`src/rtl/cips_sequencer.sv`:
```
// Fetch/execute sequencer for a small ALU program: fetches 11-bit instructions,
// drives an external ALU and hands each ALU result out over a valid/ready port.
module cips_sequencer #(
    parameter logic [7:0] START_ADDR = 8'h00,
    parameter logic [7:0] LAST_ADDR  = 8'hFF
) (
    input  logic        clk,
    input  logic        R,
    input  logic        start,
    input  logic        abort,
    output logic [7:0]  imem_addr,
    input  logic [10:0] imem_data,
    output logic [2:0]  alu_ctrl,
    output logic [3:0]  alu_x,
    output logic [3:0]  alu_y,
    input  logic [4:0]  alu_result,
    output logic [4:0]  result,
    output logic        result_valid,
    input  logic        result_ready,
    output logic        busy,
    output logic        done,
    output logic [7:0]  pc,
    output logic [8:0]  instr_count
);

    typedef enum logic [2:0] {IDLE, FETCH, EXEC, OUT, DONE} state_t;

    state_t      state_q, state_d;
    logic [7:0]  pc_q, pc_d;
    logic [8:0]  cnt_q, cnt_d;
    logic [10:0] ir_q, ir_d;
    logic [4:0]  res_q, res_d;
    logic        vld_q, vld_d;

    state_t      state_adv;
    logic [7:0]  pc_adv;
    logic [8:0]  cnt_inc;

    always_ff @(posedge clk or negedge R) begin
        if (!R) begin
            state_q <= IDLE;
            pc_q    <= START_ADDR;
            cnt_q   <= '0;
            ir_q    <= '0;
            res_q   <= '0;
            vld_q   <= 1'b0;
        end else begin
            state_q <= state_d;
            pc_q    <= pc_d;
            cnt_q   <= cnt_d;
            ir_q    <= ir_d;
            res_q   <= res_d;
            vld_q   <= vld_d;
        end
    end

    always_comb begin
        state_d = state_q;
        pc_d    = pc_q;
        cnt_d   = cnt_q;
        ir_d    = ir_q;
        res_d   = res_q;
        vld_d   = vld_q;

        // Program end stops on LAST_ADDR with pc left pointing at it.
        state_adv = (pc_q == LAST_ADDR) ? DONE : FETCH;
        pc_adv    = (pc_q == LAST_ADDR) ? pc_q : pc_q + 8'd1;
        cnt_inc   = (cnt_q == 9'h1FF) ? cnt_q : cnt_q + 9'd1;

        if (abort && busy) begin
            state_d = IDLE;
            vld_d   = 1'b0;
        end else begin
            case (state_q)
                IDLE: if (start) begin
                    pc_d    = START_ADDR;
                    cnt_d   = '0;
                    state_d = FETCH;
                end
                FETCH: begin
                    ir_d    = imem_data;
                    state_d = EXEC;
                end
                EXEC: begin
                    if (ir_q[10:8] <= 3'd4) begin
                        res_d   = alu_result;
                        vld_d   = 1'b1;
                        cnt_d   = cnt_inc;
                        state_d = OUT;
                    end else if (ir_q[10:8] != 3'd7) begin
                        cnt_d   = cnt_inc;
                        pc_d    = pc_adv;
                        state_d = state_adv;
                    end else begin
                        state_d = DONE;
                    end
                end
                OUT: if (vld_q && result_ready) begin
                    vld_d   = 1'b0;
                    pc_d    = pc_adv;
                    state_d = state_adv;
                end
                DONE:    state_d = IDLE;
                default: state_d = IDLE;
            endcase
        end
    end

    assign busy         = (state_q == FETCH) || (state_q == EXEC) || (state_q == OUT);
    assign done         = (state_q == DONE);
    assign imem_addr    = pc_q;
    assign pc           = pc_q;
    assign instr_count  = cnt_q;
    assign alu_ctrl     = ir_q[10:8];
    assign alu_x        = ir_q[7:4];
    assign alu_y        = ir_q[3:0];
    assign result       = res_q;
    assign result_valid = vld_q;

endmodule

```
`config.mk`:
```
export PLATFORM = sky130hd
export DESIGN_NAME = cips_sequencer
export DESIGN_NICKNAME = d
export VERILOG_FILES = /design/src/rtl/cips_sequencer.sv
export SDC_FILE = /design/constraint.sdc
export NUM_CORES = 1
export LEC_CHECK = 0
export ABC_CLOCK_PERIOD_IN_PS = 4500
export CAP_MARGIN = 20
export CORE_MARGIN = 2
export CORE_UTILIZATION = 48
export CTS_CLUSTER_SIZE = 25
export DETAILED_ROUTE_END_ITERATION = 10
export PLACE_DENSITY = 0.9
export SYNTH_ARGS = -nofsm -noshare
export SYNTH_HDL_FRONTEND = slang
export SYNTH_SLANG_ARGS = --single-unit
```
`constraint.sdc`:
```
create_clock -name clk -period 4.5 [get_ports clk]
set_clock_uncertainty 0.05 [all_clocks]
set_input_delay 0.9 -clock clk [delete_from_list [all_inputs] [get_ports clk]]
set_output_delay 0.9 -clock clk [all_outputs]
set_load 0.02 [all_outputs]
```
# Word level (Yosys, flattened, before mapping)
# Cells that the tools add are included.
# totals
ff_bits	37
input_bits	21
output_inout_bits	44
elab_cells	61
# classes
n_mux	22
order_cmp	1
bitwise	1
addsub	2
n_eq_ne	15
n_reduce_logical	14
# op_table
op	n
8-bit 2-to-1 mux	5
9-bit 2-to-1 mux	4
8-bit one-hot mux with 3 select lines	1
3-bit 2-to-1 mux	6
9-bit one-hot mux with 2 select lines	1
3-bit inequality test, second input constant	5
3-bit one-hot mux with 4 select lines	1
9-bit by 1-bit adder with 9-bit output, second input constant	1
9-bit == test, second input constant	1
8-bit by 1-bit adder with 8-bit output, second input constant	1
8-bit == test, second input constant	1
2-bit inequality test, second input constant	4
3-bit by 2-bit == test with 1-bit output, second input constant	2
3-bit AND reduction	2
6-bit AND reduction	1
3-bit nonzero test	2
2-bit AND reduction	2
4-bit AND reduction	1
3-bit by 1-bit == test with 1-bit output, second input constant	1
3-bit == test, second input constant	1
3-bit <= comparator, second input constant	1
3-bit logical NOT	1
1-bit 2-to-1 mux	3
1-bit logical AND	2
other kinds (4)	5

# Longest topological paths before layout
# Gate-level depths: netlist (run 1).
# depth
depth_word	6
mapped_depth	9
ltp_nobuf	8

# Worst setup path before layout (run 1)
# OpenSTA, ideal clock, no wires.
# synth_timing
path_type	register to output
start	reg state_q[0]
end	out done
t_arrival_ps	1300
path_buffers	2
t_required_ps	3550
setup_slack_ps	2250
path_stages_with_launch	4
path_cell_list	dfrtp_1 > clkbuf_1 > clkbuf_1 > nor3_1
# synth_via
elab_chain_cells	1
# synth_lines
element	line_no	source
start, declared	28	state_t state_q, state_d;
start signal, assigned	48	state_q <= state_d;
3-bit == test	110	assign done = (state_q == DONE);
end, declared	21	output logic done,
# Every way passes these cells.

# Worst setup path in the final report (run 1)
# layout_timing
start	reg state_q[0]
end	out busy
# layout_via
elab_chain_cells	3
elab_cells_between_ends	5
classes_between	3 x eq/ne; 2 x reduce/logical
# layout_lines
element	line_no	source
3-bit by 1-bit == test with 1-bit output or 3-bit by 2-bit == test with 1-bit output (tied branches)	109	assign busy = (state_q == FETCH) || (state_q == EXEC) || (state_q == OUT);
1-bit logical OR	109	
1-bit logical OR (*)	109	
end, declared	20	output logic busy,
# Every way passes the cells marked *; elsewhere a longest branch is shown, timed or not.

==> metrics.yaml, run 1 <==
status: "finished clean"
drt_pass1_iterations: 4
synthMuxAreaShare_pct: 11.69
cts_resized: 0
antenna_left: 0
synth-edff-count: 0
cap_violations: 0
syn_inst: 194
synth-compound-area-share_pct: 17.29
fin_ws_ns: 1.561
ys_ff_latch: 37
cp.arrival_ns: 1.99
numCtsBuffers: 5
syn-num-nets: 218
cts_root_buffer: "clkbuf_8"
crit_fanout: 25
worst_pin_slew_ns: 0.8185
num_rows: 23
drive_above_1_share_pct: 7.692
dieArea_um2: 4773
synthSimpleGateAreaFrac_pct: 16.86
grt_pass1_vias: 1697
worst_ir_drop_vdd_mv: 0.3687
place_area_um2: 2621
antenna_found_initial: 0
synth-async-reset-ratio_pct: 100.0
maxSlewViolCount: 0
gp_congestion: 0.9023
r2r_cells: 4
max_slew_margin_pct: 45.43
utilization_pct: 67.05
die_w_um: 69.09
via_count: 1708
synth_top_family_by_area: "compound AO/OA/AOI/OAI gates"
final.setup.tns_ns: 0
yosys-top-cells-area: "dfrtp_1 46%, mux2_1 6.1%, mux2_2 4.4%"
portBuffers: 64
hpwl_um: 3044
crit_required_ns: 3.55
final_area_um2: 2701
grt_usage_pct: 19.32
period_share_pct: 65.31
io-pin-count: 65
cts_tree: "built"
yosysTopAreaCellShare_pct: 45.54
die_h_um: 69.09
grt_overflow_total: 0
routed_wl_um: 4305
p_leak_nw: 1.075
clock-sinks: 37
place_ws_ns: 1.343
reg2reg_to: "imem_addr[1]$_DFFE_PN0P_"
hp-start: "ir_q[3]$_DFFE_PN0P_"
crit_path_start_kind: "flop"
postCtsHoldBufs: 0
nets: 270
ys_types: 50
drc: 0
holdPathStages: 1
synth.avg_cell_area_um2: 10.48
end_kind: "primary output"
routed_via_density: 5.751
clockBufferDepth: 2
grt_pass1_wl_um: 7555
crit_type: "reg -> out"
hold_path_end: "ir_q[3]$_DFFE_PN0P_"
initial_utilization_pct: 50.47
dpl.cell_count: 289
power_density_nw_per_um2: 530.2
cts_setup_buffers: 0
yosysWarnings: 0
grt_max_degree: 38
total_power_mw: 1.432
final_cells: 297
max_clock_freq_mhz: 340.2
hold_path_class: "reg -> reg"
syn-cell-area_um2: 2033
synth.largest_area_cell: "dfrtp_1"
core_area_um2: 4029
first_iter_violations: 194
period_needed_ns: 2.939
drt-wirelength-per-cell_um: 14.49
clk_latency_ns: 0.29
fin_hold_ws_ns: 0.4324
synthAdderAreaFrac_pct: 1.846
setup_viol: 0
path_clk_slew_ns: 0.07
area_growth_syn_to_layout_pct: 32.86
htree_levels: 2
reg2reg_slack_ns: 2.02
rsz0062_at_grt: "false"
synth_xor_area_share_pct: 0.4308
antenna_cells: 0
synth_flop_cell: "dfrtp_1"
synth_seq_area_share_pct: 45.54
hold_violations: 0
r2r_start: "state_q[0]$_DFFE_PN0P_"
[flip-flops by register name, indices dropped and copies added (netlist names)]
register / cells
instr_count: 9
ir_q: 11
state_q: 3
result: 5
imem_addr: 8
result_valid: 1
[Yosys cell counts (all sizes together), types with 2 or more instances]
cell,n
a211oi,2
a21boi,3
a21o,2
a21oi,13
a31oi,5
and2,2
and3,3
and4,3
buf,15
clkbuf,5
dfrtp,37
ha,3
inv,3
mux2,19
mux2i,2
nand2,9
nand2b,2
nand3,6
nand4,2
nor2,8
nor2b,2
nor3,3
nor3b,3
o211ai,2
o21ai,8
o31ai,5
or3,7
or3b,2
or4,3
[power breakdown]
part / switching (mW) / total [mW] / internal [mW]
combinational: 0.329 / 0.667 / 0.338
sequential: 0.116 / 0.546 / 0.430
clock: 0.110 / 0.220 / 0.110
[cell type report]
cell class	instances	area, um2
timing repair buffer	65	643.1
tap	50	62.56
multi-input combinational	134	978.4
fill	331	1328
clock buffer	8	80.08
inverter	3	11.26
sequential	37	925.9
[metal layers]
metal	up-vias	global-route usage (%)	share of wire, %
li1	817	-	-
met1	820	25.00	44
met5	-	0	0
met3	6	6.140	7.6
met4	0	8.061	1.7
met2	65	29.91	46
[worst max-delay path by stage]
stage                                 from                       end  cells past startpoint
detailed placement                   start  imem_addr[1]$_DFFE_PN0P_                      5
finish              state_q[0]$_DFFE_PN0P_                      busy                      3
global placement                     start  imem_addr[1]$_DFFE_PN0P_                      5
CTS                 state_q[0]$_DFFE_PN0P_                      busy                      3
floorplan           state_q[0]$_DFFE_PN0P_                      done                      3
global route        state_q[0]$_DFFE_PN0P_                      busy                      3
[worst max-delay path: stages (launching register included)]
cell and delay [ns]:
dfrtp_1 0.77, nor2_1 0.11, nor2_1 0.19, clkdlybuf4s50_1 0.63
[layout by cell type (no fill, tap or decap), types with 2 or more instances in the layout]
cell type        netlist  routed
clkdlybuf4s50_1        0      63
dfrtp_1               37      37
a21oi_1               13      13
mux2_1                11      11
nand2_1                9       9
nor2_1                 8       8
mux2_2                 8       8
or3_1                  7       7
o21ai_0                7       7
nand3_1                6       6
o31ai_1                5       5
a31oi_1                5       5
clkbuf_8               0       5
and4_1                 3       3
inv_1                  3       3
nor3_1                 3       3
and3_1                 3       3
a21boi_0               3       3
or4_1                  3       3
nor3b_1                3       3
ha_1                   3       3
clkbuf_1               5       3
nand2b_1               2       2
or3b_1                 2       2
and2_1                 2       2
nand4_1                2       2
nor2b_1                2       2
a211oi_1               2       2
o211ai_1               2       2
a21o_1                 2       2
[cell families after synthesis]
logic type / after synthesis
AO/OA/AOI/OAI: 51
XOR/XNOR: 1
adder cells (fa/ha/maj): 3
buffers and inverters: 23
flip-flops: 37
multiplexers: 21
AND/OR/NAND/NOR: 58
Note: power is estimated with default switching activity, not from simulation.
==> inputs of run 2 (changes only) <==
ABC_CLOCK_PERIOD_IN_PS = 3000   (was 4500)
CORE_UTILIZATION = 46   (was 48)
PLACE_DENSITY = 0.87   (was 0.9)
clock period = 3 ns   (was 4.5 ns; I/O delays follow)
==> run 2 against run 1 <==
  * Global-route usage grew 0.53 points
  * Register-to-register slack lost 1.4 ns
  * Die area grew 4.1%
  * Sequential cell count is the same
  * Setup slack lost 1.0 ns
  * Critical path depth is the same
  * Critical path type unchanged
  * Largest cell class unchanged
==> metrics.yaml, run 2 (same netlist as run 1, synthesis figures left out) <==
crit_type: "reg -> out"
layout_common_cells: "63 x clkdlybuf4s50_1, 37 x dfrtp_1, 13 x a21oi_1"
nets: 272  # +0.74%
clock-sinks: 37  # unchanged
grt_usage_pct: 19.86  # +0.53 points
grt_pass1_vias: 1669  # -1.6%
drt_pass1_iterations: 4  # unchanged
final.setup.tns_ns: 0  # unchanged
clk_latency_ns: 0.29  # about the same
clockBufferDepth: 2  # unchanged
die_w_um: 70.49  # +2.0%
drive_above_1_share_pct: 8.907  # +1.2 points
p_leak_nw: 1.086  # +0.97%
routed_via_density: 5.886  # +2.4%
drt-wirelength-per-cell_um: 14.86  # +2.5%
antenna_found_initial: 0  # unchanged
period_needed_ns: 2.450
maxSlewViolCount: 0  # unchanged
grt_max_degree: 38  # unchanged
cts_tree: "built"
drc: 0  # unchanged
portBuffers: 64  # unchanged
io-pin-count: 65  # unchanged
numCtsBuffers: 5  # unchanged
hold_path_class: "in -> async"
htree_levels: 2  # unchanged
grt_pass1_wl_um: 7962  # +5.4%
num_rows: 24  # +4.3%
n_fill_cell: 376  # +14%
crit_path_start_kind: "flop"
worst_pin_slew_ns: 0.8296  # +0.01110 ns
power_density_nw_per_um2: 794.9  # +50%
cts_setup_buffers: 0  # unchanged
layout_commonest_cell: "clkdlybuf4s50_1"
via_count: 1760  # +3.0%
crit_required_ns: 2.35  # -1.20 ns
max_slew_margin_pct: 44.69  # -0.74 points
path_clk_slew_ns: 0.07  # about the same
max_clock_freq_mhz: 408.2
cap_violations: 0  # unchanged
routed_wl_um: 4444  # +3.2%
area_growth_syn_to_layout_pct: 33.42
cts_root_buffer: "clkbuf_8"
antenna_left: 0  # unchanged
postCtsHoldBufs: 0  # unchanged
status: "finished clean"
core_area_um2: 4294  # +6.6%
rsz0062_at_grt: "false"
worst_ir_drop_vdd_mv: 0.5199  # +41%
first_iter_violations: 216  # +11%
largest_reg_flops: 11  # unchanged
antenna_cells: 0  # unchanged
crit_fanout: 14  # -44%
utilization_pct: 63.17  # -3.9 points
die_h_um: 70.49  # +2.0%
cp.arrival_ns: 1.80  # -0.19 ns
end_kind: "primary output"
hold_violations: 0  # unchanged
top_register: "ir_q"
hpwl_um: 3182  # +4.5%
grt_overflow_total: 0  # unchanged
setup_viol: 0  # unchanged
cts_resized: 0  # unchanged
dieArea_um2: 4968  # +4.1%
initial_utilization_pct: 47.35  # -3.1 points
gp_congestion: 0.8502  # -5.8%
period_share_pct: 81.67
run 2: cell count changes in the layout (fill, tap and decap cells not counted), sizes merged:
cell / previous run / this run
clkinv: 0 / 1
clkbuf: 8 / 5
buf: 2 / 4
run 2: critical path, cell delays in order (launching register included):
cell	delay (ns)
dfrtp_1	0.59
inv_1	0.13
nor3_1	0.16
clkdlybuf4s50_1	0.63
run 2: layer usage:
layer | global-route usage (%) | part of all wire (%) | wire length, um
met1 | 28.33 | 45 | 1989
met2 | 29.87 | 47 | 2090
met3 | 5.051 | 6.7 | 299
met4 | 5.769 | 1.5 | 65
met5 | 0 | 0 | 0
run 2: worst paths after layout:
kind | start | to | slack [ns] | cells after the start
min in group clk | ir_q[3]$_DFFE_PN0P_ | ir_q[3]$_DFFE_PN0P_ | 0.44 | 1
min | R | imem_addr[7]$_DFFE_PN0P_ | 0.36 | 1
max in group asynchronous | R | result[0]$_DFFE_PN0P_ | 2.02 | 1
min reg2reg | ir_q[3]$_DFFE_PN0P_ | ir_q[3]$_DFFE_PN0P_ | 0.44 | 1
max | state_q[2]$_DFFE_PN0P_ | done | 0.55 | 3
max reg2reg | instr_count[2]$_DFFE_PN0P_ | instr_count[0]$_DFFE_PN0P_ | 0.63 | 8
run 2: final cells by class:
cell class              count  area (um2)  area share [%]
multi-input cells         134       978.4           36.07
flip-flops and latches     37       925.9           34.13
repair buffers             67       658.1           24.26
clock buffers               5       68.82           2.537
well taps                  52       65.06           2.399
inverters                   3       11.26          0.4151
clock inverters             1       5.005          0.1845
run 2: where the power goes:
group / leakage [nW] / total [mW] / internal, mW / switching [mW]
clock: 0.0399 / 0.318 / 0.153 / 0.166
sequential: 0.478 / 0.792 / 0.645 / 0.147
combinational: 0.568 / 1.05 / 0.523 / 0.523
run 2: through the flow:
stage	cells	setup WS, ns	total power [mW]	instance area [um2]	hold WS, ns
after global routing	299	0.4385	2.312	2713	0.4369
final	299	0.5500	2.156	2713	0.3574
after floorplan	194	0.8030	1.430	2033	0.2544
after global placement	293	0.4822	1.831	2639	0.4173
after detailed placement	293	0.4385	1.855	2639	0.4260
after CTS	299	0.5718	2.181	2713	0.3932
